==> src/rtl/i2s_stereo_rx.sv <==
// I2S stereo receiver: deserializes ws/sd into left/right words, pairs them
// into frames and hands them downstream through a 2-entry valid/ready FIFO.
//
// state | meaning
// SYNC  | waiting for the first ws fall (start of a left word); data discarded
// LEFT  | collecting the left word
// RIGHT | collecting the right word; its completion pushes a frame
module i2s_stereo_rx #(
    parameter int BITS_PRECISION = 24,
    parameter int FIFO_DEPTH     = 2
) (
    input  logic                      sck,
    input  logic                      rst,
    input  logic                      ws,
    input  logic                      sd,
    output logic [BITS_PRECISION-1:0] l_data,
    output logic [BITS_PRECISION-1:0] r_data,
    output logic                      out_valid,
    input  logic                      out_ready,
    output logic                      overflow,
    output logic                      short_word,
    output logic                      locked
);
    localparam int CW = $clog2(BITS_PRECISION + 1);
    localparam int PW = (FIFO_DEPTH > 1) ? $clog2(FIFO_DEPTH) : 1;
    localparam int NW = $clog2(FIFO_DEPTH + 1);
    localparam int FW = 2 * BITS_PRECISION;
    localparam logic [CW-1:0] CNT_MAX   = CW'(BITS_PRECISION);
    localparam logic [CW-1:0] CNT_SHORT = CW'(BITS_PRECISION - 1);

    typedef enum logic [1:0] {SYNC, LEFT, RIGHT} state_t;

    state_t                    state, state_next;
    logic                      ws_prev;
    logic                      boundary;
    logic [CW-1:0]             bit_cnt;
    logic [BITS_PRECISION-1:0] shreg;
    logic [BITS_PRECISION-1:0] word;
    logic [BITS_PRECISION-1:0] left_word;
    logic                      latch_left;
    logic                      frame_done;
    logic                      push_pend;
    logic [FW-1:0]             push_data;

    logic [FW-1:0]             mem [FIFO_DEPTH];
    logic [PW-1:0]             rd_ptr, wr_ptr;
    logic [NW-1:0]             count;
    logic                      pop, push, full;
    logic [NW-1:0]             remain;

    assign boundary  = (ws != ws_prev);
    assign out_valid = (count != '0);
    assign pop       = out_valid & out_ready;
    assign full      = (count == NW'(FIFO_DEPTH));
    assign push      = push_pend & (~full | pop);
    assign remain    = count - NW'(pop);

    // Current word including this edge's bit, left-aligned; extra bits beyond the word width are dropped
    always_comb begin
        word = shreg;
        if (bit_cnt < CNT_MAX) begin
            for (int i = 0; i < BITS_PRECISION; i++) begin
                if (i == BITS_PRECISION - 1 - int'(bit_cnt)) begin
                    word[i] = sd;
                end
            end
        end
    end

    // Next-state and word routing; only boundaries move the FSM
    always_comb begin
        state_next = state;
        latch_left = 1'b0;
        frame_done = 1'b0;
        if (boundary) begin
            case (state)
                SYNC: begin
                    if (!ws) begin
                        state_next = LEFT;
                    end
                end
                LEFT: begin
                    latch_left = 1'b1;
                    state_next = RIGHT;
                end
                RIGHT: begin
                    frame_done = 1'b1;
                    state_next = LEFT;
                end
                default: state_next = SYNC;
            endcase
        end
    end

    // State register
    always_ff @(posedge sck or posedge rst) begin
        if (rst) begin
            state <= SYNC;
        end else begin
            state <= state_next;
        end
    end

    // Deserializer, left-word latch and one-cycle-delayed frame push request
    always_ff @(posedge sck or posedge rst) begin
        if (rst) begin
            ws_prev    <= 1'b1;
            bit_cnt    <= '0;
            shreg      <= '0;
            left_word  <= '0;
            push_pend  <= 1'b0;
            push_data  <= '0;
            short_word <= 1'b0;
            locked     <= 1'b0;
        end else begin
            ws_prev    <= ws;
            short_word <= boundary && (state != SYNC) && (bit_cnt < CNT_SHORT);
            if (boundary) begin
                shreg   <= '0;
                bit_cnt <= '0;
            end else begin
                shreg <= word;
                if (bit_cnt < CNT_MAX) begin
                    bit_cnt <= bit_cnt + 1'b1;
                end
            end
            if (latch_left) begin
                left_word <= word;
            end
            push_pend <= frame_done;
            if (frame_done) begin
                push_data <= {left_word, word};
            end
            if (state == SYNC && state_next == LEFT) begin
                locked <= 1'b1;
            end
        end
    end

    // FIFO storage; contents need no reset since count gates visibility
    always_ff @(posedge sck) begin
        if (push) begin
            mem[wr_ptr] <= push_data;
        end
    end

    // FIFO control and registered head, which holds its last value when empty
    always_ff @(posedge sck or posedge rst) begin
        if (rst) begin
            rd_ptr   <= '0;
            wr_ptr   <= '0;
            count    <= '0;
            overflow <= 1'b0;
            l_data   <= '0;
            r_data   <= '0;
        end else begin
            overflow <= push_pend & full & ~pop;
            if (push) begin
                wr_ptr <= wr_ptr + 1'b1;
            end
            if (pop) begin
                rd_ptr <= rd_ptr + 1'b1;
            end
            count <= count + NW'(push) - NW'(pop);
            if (remain != '0) begin
                {l_data, r_data} <= mem[rd_ptr + PW'(pop)];
            end else if (push) begin
                {l_data, r_data} <= push_data;
            end
        end
    end
endmodule
==> config.mk <==
export PLATFORM = sky130hd
export DESIGN_NAME = i2s_stereo_rx
export DESIGN_NICKNAME = d
export VERILOG_FILES = /design/src/rtl/i2s_stereo_rx.sv
export SDC_FILE = /design/constraint.sdc
export NUM_CORES = 1
export LEC_CHECK = 0
export BUFFER_PORTS_ARGS = -buffer_cell sky130_fd_sc_hd__buf_2
export CELL_PAD_IN_SITES_DETAIL_PLACEMENT = 2
export CELL_PAD_IN_SITES_GLOBAL_PLACEMENT = 2
export CORE_MARGIN = 5
export CORE_UTILIZATION = 44
export CTS_CLUSTER_SIZE = 30
export DETAILED_ROUTE_END_ITERATION = 16
export PLACE_DENSITY = 0.86
export SLEW_MARGIN = 0
export SYNTH_ARGS = -nofsm -noshare
export SYNTH_HDL_FRONTEND = slang
export SYNTH_SLANG_ARGS = --single-unit
==> constraint.sdc <==
create_clock -name sck -period 5.35 [get_ports sck]
set_clock_uncertainty 0.2 [all_clocks]
set_input_delay 0 -clock sck [delete_from_list [all_inputs] [get_ports sck]]
set_output_delay 0 -clock sck [all_outputs]
set_load 0.01 [all_outputs]
==> results of run 1 <==
worst max path at each step:
stage               startpoint      endpoint  slack, ns
CTS                    ws_prev  left_word[5]       2.06
floorplan                  rst    bit_cnt[0]       0.83
global placement       ws_prev  left_word[0]       2.48
detailed placement     ws_prev  left_word[0]       2.24
finish                 ws_prev  left_word[5]       2.01
global route           ws_prev  left_word[5]       1.90
synth_stat cells (all sizes together), types with 2 or more instances:
cell    instances  area, sq um
nand2b          2         12.5
nand3b          5         37.5
xnor2           8         70.1
and3b           7         61.3
nand3           7         35.0
a31oi          48          300
mux2           24          270
a21oi          74          370
nor2            7         26.3
nor4b           2         17.5
mux2i         146         1460
dfrtp         159         3980
o21ai          26          130
and2            3         18.8
edfxtp         96         2880
xor2            3         26.3
inv            13         48.8
nand2          20         75.1
or2             2         12.5
buf            27          161
ha              9          113
clkbuf         18         67.6
nor2b           3         18.8
through the flow:
step	cells	instance area, sq um
after floorplan	722	10300
after global placement	1063	10900
after detailed placement	1063	10900
after CTS	1116	11800
after global routing	1116	11800
final	1116	11800
final cells by class:
class                   instances  share of cell area
clock buffers                  44              0.0654
clock inverters                 5             0.00404
inverters                      13             0.00457
multi-input cells             408               0.273
flip-flops and latches        256               0.585
well taps                     319              0.0339
repair buffers                 71              0.0342
flip-flops by register name, indices dropped and copies added, names as in the netlist:
signal / count
state: 2
mem: 96
wr_ptr: 1
left_word: 24
push_data: 48
rd_ptr: 1
count: 2
overflow: 1
locked: 1
r_data: 24
l_data: 24
bit_cnt: 5
shreg: 24
ws_prev: 1
push_pend: 1
short_word: 1
layout by cell type (no fill, tap or decap), types with 4 or more instances in the layout:
cell type,n
sky130_fd_sc_hd__dfrtp_1,158
sky130_fd_sc_hd__mux2i_1,146
sky130_fd_sc_hd__edfxtp_1,96
sky130_fd_sc_hd__a21oi_1,73
sky130_fd_sc_hd__buf_2,56
sky130_fd_sc_hd__a31oi_1,48
sky130_fd_sc_hd__clkbuf_16,27
sky130_fd_sc_hd__o21ai_0,26
sky130_fd_sc_hd__mux2_1,23
sky130_fd_sc_hd__nand2_1,20
sky130_fd_sc_hd__clkbuf_1,14
sky130_fd_sc_hd__inv_1,12
sky130_fd_sc_hd__buf_4,11
sky130_fd_sc_hd__ha_1,9
sky130_fd_sc_hd__nand3_1,7
sky130_fd_sc_hd__and3b_1,7
sky130_fd_sc_hd__xnor2_1,7
sky130_fd_sc_hd__nand3b_1,5
sky130_fd_sc_hd__nor2_1,5
sky130_fd_sc_hd__dlygate4sd3_1,4
worst min-delay path, stage by stage:
cell                            delay, ns
sky130_fd_sc_hd__dlygate4sd3_1       0.53
sky130_fd_sc_hd__buf_2               0.14
sky130_fd_sc_hd__inv_6               0.57
cells by family (layout without fill, tap and decap cells):
group                    after synthesis  in the layout  share of synthesized area
XOR/XNOR                              11             11                    0.00934
AO/OA/AOI/OAI                        151            151                     0.0799
buffers and inverters                 58            133                     0.0269
flip-flops                           256            256                      0.667
AND/OR/NAND/NOR                       67             67                     0.0378
adder cells (fa/ha/maj)                9              9                     0.0109
multiplexers                         170            170                      0.168
routing by layer:
| layer | part of all wire | wire, um | vias to the layer above |
|---|---|---|---|
| met5 | 0.00044 | 13 | - |
| met2 | 0.54 | 15900 | 159 |
| li1 | - | - | 2794 |
| met3 | 0.038 | 1120 | 63 |
| met1 | 0.39 | 11400 | 3397 |
| met4 | 0.032 | 942 | 2 |
repair_timing:
item                       in CTS  in global routing
hold buffers                    4                  0
setup endpoints to repair       0                  0
hold endpoints to repair      153                  0
power groups by stage:
stage / sequential [uW] / combinational (uW) / clock [uW]
3_5_place_dp: 3280 / 1840 / 0
6_report: 3270 / 1870 / 1780
5_1_grt: 3340 / 2030 / 1910
2_1_floorplan: 3140 / 1180 / 0
3_3_place_gp: 3220 / 1690 / 0
4_1_cts: 3280 / 1920 / 1810
==> impl_results.rst, run 1 <==
.. list-table::
   :header-rows: 1

   * - Metric
     - Value
   * - Min-delay worst type
     - input port to asynchronous set/reset pin
   * - Met2 layer usage reported by global route
     - 0.413
   * - Post-synthesis sequential area ratio
     - 0.667
   * - CTS Root Buffer Type
     - sky130_fd_sc_hd__clkbuf_16
   * - Area growth, synth to finish
     - 14.1%
   * - Worst Setup Slack, final
     - between 2 and 2.5 ns
   * - Sequential power share
     - 0.473
   * - Final count of negative-setup-slack endpoints
     - 0
   * - Skew-Pair Late Insertion Delay
     - ~0.52 ns
   * - Fin crit period
     - 3.34 ns
   * - Final WL
     - 29300 um
   * - Number of antenna cells inserted
     - 0
   * - Biggest fanout along the worst timing path
     - 78
   * - Routed vias
     - 6415
   * - Most used flip-flop cell after synthesis
     - sky130_fd_sc_hd__dfrtp_1
   * - Post CTS Setup Buffer Count
     - 0
   * - Library cells used by synthesis
     - 40
   * - Half-perimeter wire length after placement
     - 16700 um
   * - PwrDens
     - 588 nW/um^2
   * - Worst setup timing slack at the placement stage
     - 2.24 ns
   * - Via count normalized by instance count
     - 5.75
   * - # fillers
     - 2202
   * - Capturing point of the worst reg2reg path
     - left_word[5]
   * - Global-route wire length before repair
     - 46000 um
   * - Switching Power
     - roughly 2400 uW
   * - F_max
     - roughly 0.3 GHz
   * - Overall die area
     - between 20000 and 30000 sq um
   * - Post-route worst hold slack
     - -0.0105 ns
   * - RePlAce Congestion
     - 0.810
   * - Initial antenna violation count
     - 1
   * - Top Usage Layer GRT
     - met2
   * - Post-CTS sizing
     - 0
   * - Global Route met3 Usage
     - 0.0318
   * - Largest net degree at the start of global routing
     - 90
   * - Final #Nets
     - 791
   * - Die Height
     - 163 um
   * - Met1 GRT Util
     - 0.271
   * - Internal power
     - 4540 uW
   * - Final global-route overflow total
     - 0
   * - Count of port buffers added during placement
     - 56
   * - Run status
     - finished, violations left
   * - Hold violation total from the final report
     - 1
   * - Ports placed on the boundary
     - 57
   * - Period Utilization, post-route
     - 0.624
   * - Maximum level of the CTS H-tree
     - 1
   * - Sum Neg Setup Slack
     - 0 ns
   * - Path type of the worst setup path
     - register to register
   * - Count of routing violations after the opening detailed-route iteration
     - 430
   * - Crit path DAT
     - 3.43 ns
   * - Crit path required time
     - 5.44 ns
   * - Number of antenna-violating nets in the routed design
     - 0
   * - Normalized max-slew margin
     - 0.186
   * - FF+latch count, synth
     - 256
   * - Placeable core region
     - around 23000 sq um
   * - Worst-case clock buffer depth
     - 3
   * - Starting utilization of the core area
     - 0.444
   * - Power consumption
     - 6920 uW
   * - Residual DRC
     - 0
   * - Number of standard-cell rows in the floorplan
     - 56
   * - Number of global-route vias before repair
     - 7437
   * - RSZ-0062 raised after global routing
     - false
   * - Peak VDD IR
     - 0.000622 V
   * - Share of total power in the clock network
     - 0.257
   * - Total global-route track usage
     - 0.224
   * - Wire length per cell
     - roughly 26 um
   * - Total clock buffers created by CTS
     - 27
   * - CTS tree
     - yes
   * - CP top delay family
     - simple AND/OR/NAND/NOR gates
   * - Clock sink count
     - approximately 260
   * - Max cap viols
     - 0
   * - CP Launch Type
     - register
   * - Power share of the combinational group
     - 0.270
   * - Cell count of the worst reg-to-reg path
     - 4
   * - Fraction of layout cells with a size suffix above 1
     - 0.142
   * - Seq. cell area
     - between 6000 and 7000 sq um
   * - Static Leakage
     - 0.00476 uW
   * - Endpoint class of the critical path
     - register
   * - Slew of the pin with the lowest slew margin
     - approximately 1.2 ns
   * - Die width
     - 163 um
   * - Worst-path cell chain
     - xor2_4 > buf_4 > and2_1 > a31oi_1
   * - Post-synthesis instance area
     - 10300 sq um
   * - Startpoint of the lowest-slack register-to-register path
     - ws_prev
   * - Core occupancy in the finished layout
     - 0.506
   * - Post-synthesis async set-or-reset flop share
     - 0.625
   * - Multi-input gate area in the final layout
     - 3210 sq um
   * - Clock transition at path regs
     - 0.06 ns
   * - Total iterations of the first detailed-routing run
     - 5
   * - Cell count after synthesis
     - 722
   * - Crit path buf inv count
     - 1
   * - Total nets after synthesis
     - about 740
   * - CP max stage cell
     - sky130_fd_sc_hd__and2_1
   * - Number of pins exceeding their max-slew limit in the final report
     - 0
   * - Violated checks
     - negative hold slack
   * - Reg-to-reg slack, setup
     - between 2 and 2.5 ns
   * - EDFF count, synth
     - 96
   * - Synth Warn #
     - 0
   * - Crit. path cell count
     - 4
   * - Crit path largest cell delay
     - 1.06 ns
   * - Synth Area per Inst
     - 14.3 sq um
   * - Sw Ratio
     - 0.343
(Power assumes the default switching activity.)
==> inputs of run 2 (changes only) <==
- ABC_AREA: not set -> 1
- CORE_UTILIZATION: 44 -> 40
- PLACE_DENSITY: 0.86 -> 0.87
- clock period: 5.35 -> 3.3 ns (I/O delays scaled with it)
==> run 2 against run 1 <==
Net effect: the flow now finishes without violations; maximum frequency is 29% higher; hold slack better by 0.13 ns; die area is 13% higher; sequential cell count stayed put; count of clock-buffer cells in the layout is 2 lower; cell count is 31% higher; global-route usage is 3.0 points higher; wire length is 30% higher; critical path depth is 2 higher; synthesized area is 3.1% higher; total power is 60% higher; register-to-register slack worse by 1.3 ns; critical endpoint is now left_word[20].
==> impl_results.rst, run 2 <==
.. list-table::
   :header-rows: 1

   * - Metric
     - Value
   * - Run status
     - completed
   * - PwrDens
     - 909 nW/um^2
   * - Final WL
     - 38200 um
   * - Inst Count DP
     - 1406
   * - Final count of negative-setup-slack endpoints
     - 0
   * - Half-perimeter wire length after placement
     - 21600 um
   * - Clock transition at path regs
     - 0.07 ns
   * - Number of pins exceeding their max-slew limit in the final report
     - 0
   * - Area growth, synth to finish
     - 14.4%
   * - Slew of the pin with the lowest slew margin
     - about 1.2 ns
   * - Hold violation total from the final report
     - 0
   * - Critical Path End
     - left_word[20]
   * - Fraction of layout cells with a size suffix above 1
     - 0.123
   * - Maximum level of the CTS H-tree
     - 1
   * - Ports placed on the boundary
     - 57
   * - Library cells used by synthesis
     - 29
   * - Residual DRC
     - 0
   * - Endpoint class of the critical path
     - register
   * - Initial antenna violation count
     - 0
   * - Max cap viols
     - 0
   * - Fin crit period
     - 2.59 ns
   * - Crit path DAT
     - ~2.8 ns
   * - Via count normalized by instance count
     - 5.65
   * - Skew-Pair Late Insertion Delay
     - roughly 0.55 ns
   * - Die width
     - 173 um
   * - FF+latch count, synth
     - 256
   * - Count of routing violations after the opening detailed-route iteration
     - 569
   * - Synth Warn #
     - 0
   * - Worst hold path stage count
     - 4
   * - Reg-to-reg slack, setup
     - slightly above 0.7 ns
   * - Number of antenna-violating nets in the routed design
     - 0
   * - Post-synthesis async set-or-reset flop share
     - 0.625
   * - Normalized max-slew margin
     - 0.165
   * - Power share of the combinational group
     - 0.306
   * - Worst-case clock buffer depth
     - 3
   * - Post-synthesis instance area
     - 10600 sq um
   * - Leading area contributor after synthesis
     - sky130_fd_sc_hd__dfrtp_1
   * - Biggest fanout along the worst timing path
     - 8
   * - List of most frequent post-synthesis cells
     - sky130_fd_sc_hd__dfrtp_1, sky130_fd_sc_hd__nand2_1, sky130_fd_sc_hd__nand3_1
   * - Number of global-route vias before repair
     - roughly 9500
   * - Global-route wire length before repair
     - 59600 um
   * - Share of total power in the clock network
     - 0.301
   * - EDFF count, synth
     - 96
   * - Sum Neg Setup Slack
     - 0 ns
   * - CTS tree
     - yes
   * - Number of antenna cells inserted
     - 0
   * - Total global-route track usage
     - 0.255
   * - Static Leakage
     - 0.00555 uW
   * - Launch point of the worst path
     - bit_cnt[3]
   * - Top library cells by usage in the layout, fill and taps aside
     - sky130_fd_sc_hd__nand2_1, sky130_fd_sc_hd__dfrtp_1, sky130_fd_sc_hd__nand3_1, sky130_fd_sc_hd__inv_1, sky130_fd_sc_hd__nor2_1
   * - Top area cells in the synthesized netlist
     - sky130_fd_sc_hd__dfrtp_1, sky130_fd_sc_hd__edfxtp_1, sky130_fd_sc_hd__nand3_1
   * - Path type of the worst setup path
     - register to register
   * - Peak VDD IR
     - roughly 0.00048 V
   * - Largest net degree at the start of global routing
     - 60
   * - Core occupancy in the finished layout
     - 0.466
   * - Total nets after synthesis
     - about 1100
   * - Clock sink count
     - roughly 260
   * - Cell count after synthesis
     - 1060
   * - Internal power
     - 6900 uW
   * - Capturing point of the worst reg2reg path
     - left_word[20]
   * - Placeable core region
     - 26100 sq um
   * - Cell count of the worst reg-to-reg path
     - 6
   * - Die Height
     - 173 um
   * - Starting utilization of the core area
     - 0.407
   * - Routed vias
     - 8268
   * - Total iterations of the first detailed-routing run
     - 4
   * - Wire length per cell
     - roughly 26 um
   * - Sequential power share
     - 0.393
   * - RSZ-0062 raised after global routing
     - false
   * - Most used flip-flop cell after synthesis
     - sky130_fd_sc_hd__dfrtp_1
   * - Min-delay worst type
     - input port to register
   * - Switching Power
     - 4170 uW
   * - Post-synthesis sequential area ratio
     - 0.647
   * - Synth Area per Inst
     - 10.0 sq um
   * - RePlAce Congestion
     - 0.782
   * - Period Utilization, post-route
     - 0.784
   * - Flip-flop count of the largest register, all copies and words added
     - 96
   * - Sw Ratio
     - 0.377
   * - CP Launch Type
     - register
   * - Number of standard-cell rows in the floorplan
     - between 50 and 60
   * - Count of port buffers added during placement
     - 56
   * - Overall die area
     - 30000 sq um
   * - Final cell count without fillers
     - 1463
   * - F_max
     - between 0.3 and 0.4 GHz
   * - Final global-route overflow total
     - 0
   * - Register name with the most flops
     - mem
   * - Top cell type's share of synthesized area
     - 0.374
   * - # fillers
     - 2710
   * - Total clock buffers created by CTS
     - 28
   * - Leading registers by flop count
     - mem (96), push_data (48)
   * - CTS Root Buffer Type
     - sky130_fd_sc_hd__clkbuf_16
   * - Final #Nets
     - 1120
   * - Startpoint of the lowest-slack register-to-register path
     - bit_cnt[3]
   * - Crit path required time
     - around 3.5 ns
## run 2: cell types whose count changed in the layout (fill, tap and decap cells not counted), moves of 47 or more
cell / before / now
sky130_fd_sc_hd__mux2i_1: 146 / 0
sky130_fd_sc_hd__nand3_1: 7 / 148
sky130_fd_sc_hd__nand2_1: 20 / 159
sky130_fd_sc_hd__inv_1: 12 / 117
sky130_fd_sc_hd__nor2_1: 5 / 97
sky130_fd_sc_hd__o21ai_0: 26 / 78
sky130_fd_sc_hd__o21ai_1: 0 / 47
## run 2: routing by layer
layer / global-route usage / routed length, um / vias up / part of all wire
met3: 0.0386 / 1690 / 88 / 0.044
met4: 0.0978 / 1460 / 0 / 0.038
met5: 0 / 0 / - / 0
li1: - / - / 3582 / -
met2: 0.449 / 19700 / 245 / 0.52
met1: 0.317 / 15300 / 4353 / 0.40
## run 2: timing repair
action	4_1_cts	5_1_grt
gates resized for setup	0	0
hold buffers	5	0
endpoints found under the hold margin	201	0
setup buffers	0	0
## run 2: cells by family (layout without fill, tap and decap cells)
kind of cell | Yosys count | count (layout) | share of synthesized area
flops | 256 | 256 | 0.647
buf+inv | 186 | 254 | 0.0809
compound gates | 180 | 180 | 0.0856
simple gates | 427 | 427 | 0.174
fa+ha+maj | 9 | 9 | 0.0106
xor+xnor | 2 | 2 | 0.00165
## run 2: worst min path at each step
stage	endpoint	start
after floorplan	ws_prev	ws
after global placement	bit_cnt[2]	rst
after CTS	locked	ws
final	locked	ws
after detailed placement	left_word[1]	rst
after global routing	locked	ws
## run 2: through the flow
step	hold WS, ns	power [uW]	worst slack, ns	area [sq um]
6_report	0.120	11100	0.713	12200
5_1_grt	0.169	11600	0.543	12200
4_1_cts	0.122	11100	0.744	12200
3_5_place_dp	-0.0959	7580	0.934	11100
3_3_place_gp	-0.0895	7290	1.05	11100
2_1_floorplan	-0.196	6400	0.750	10600
## run 2: critical path, cell delays in order, from the launching register on
cell and delay (ns):
sky130_fd_sc_hd__dfrtp_1 0.46, sky130_fd_sc_hd__ha_1 0.30, sky130_fd_sc_hd__inv_1 0.15, sky130_fd_sc_hd__nand2_1 0.19
sky130_fd_sc_hd__nor3_1 0.50, sky130_fd_sc_hd__o21ai_1 0.22, sky130_fd_sc_hd__o21ai_0 0.43
## run 2: final cells by class
cell class	instances	area (sq um)	share of cell area
Clock buffer	42	845	0.0694
Clock inverter	10	131	0.0108
Inverter	126	482	0.0396
Multi-Input combinational cell	618	2910	0.239
Sequential cell	256	6890	0.566
Tap cell	335	419	0.0344
Timing Repair Buffer	76	493	0.0405
## run 2: power groups by stage
stage	clock network, uW	registers [uW]	logic, uW
after floorplan	0	4410	2000
final	3330	4350	3390
after global routing	3520	4410	3680
after CTS	3370	4350	3410
after detailed placement	0	4370	3210
after global placement	0	4310	2990
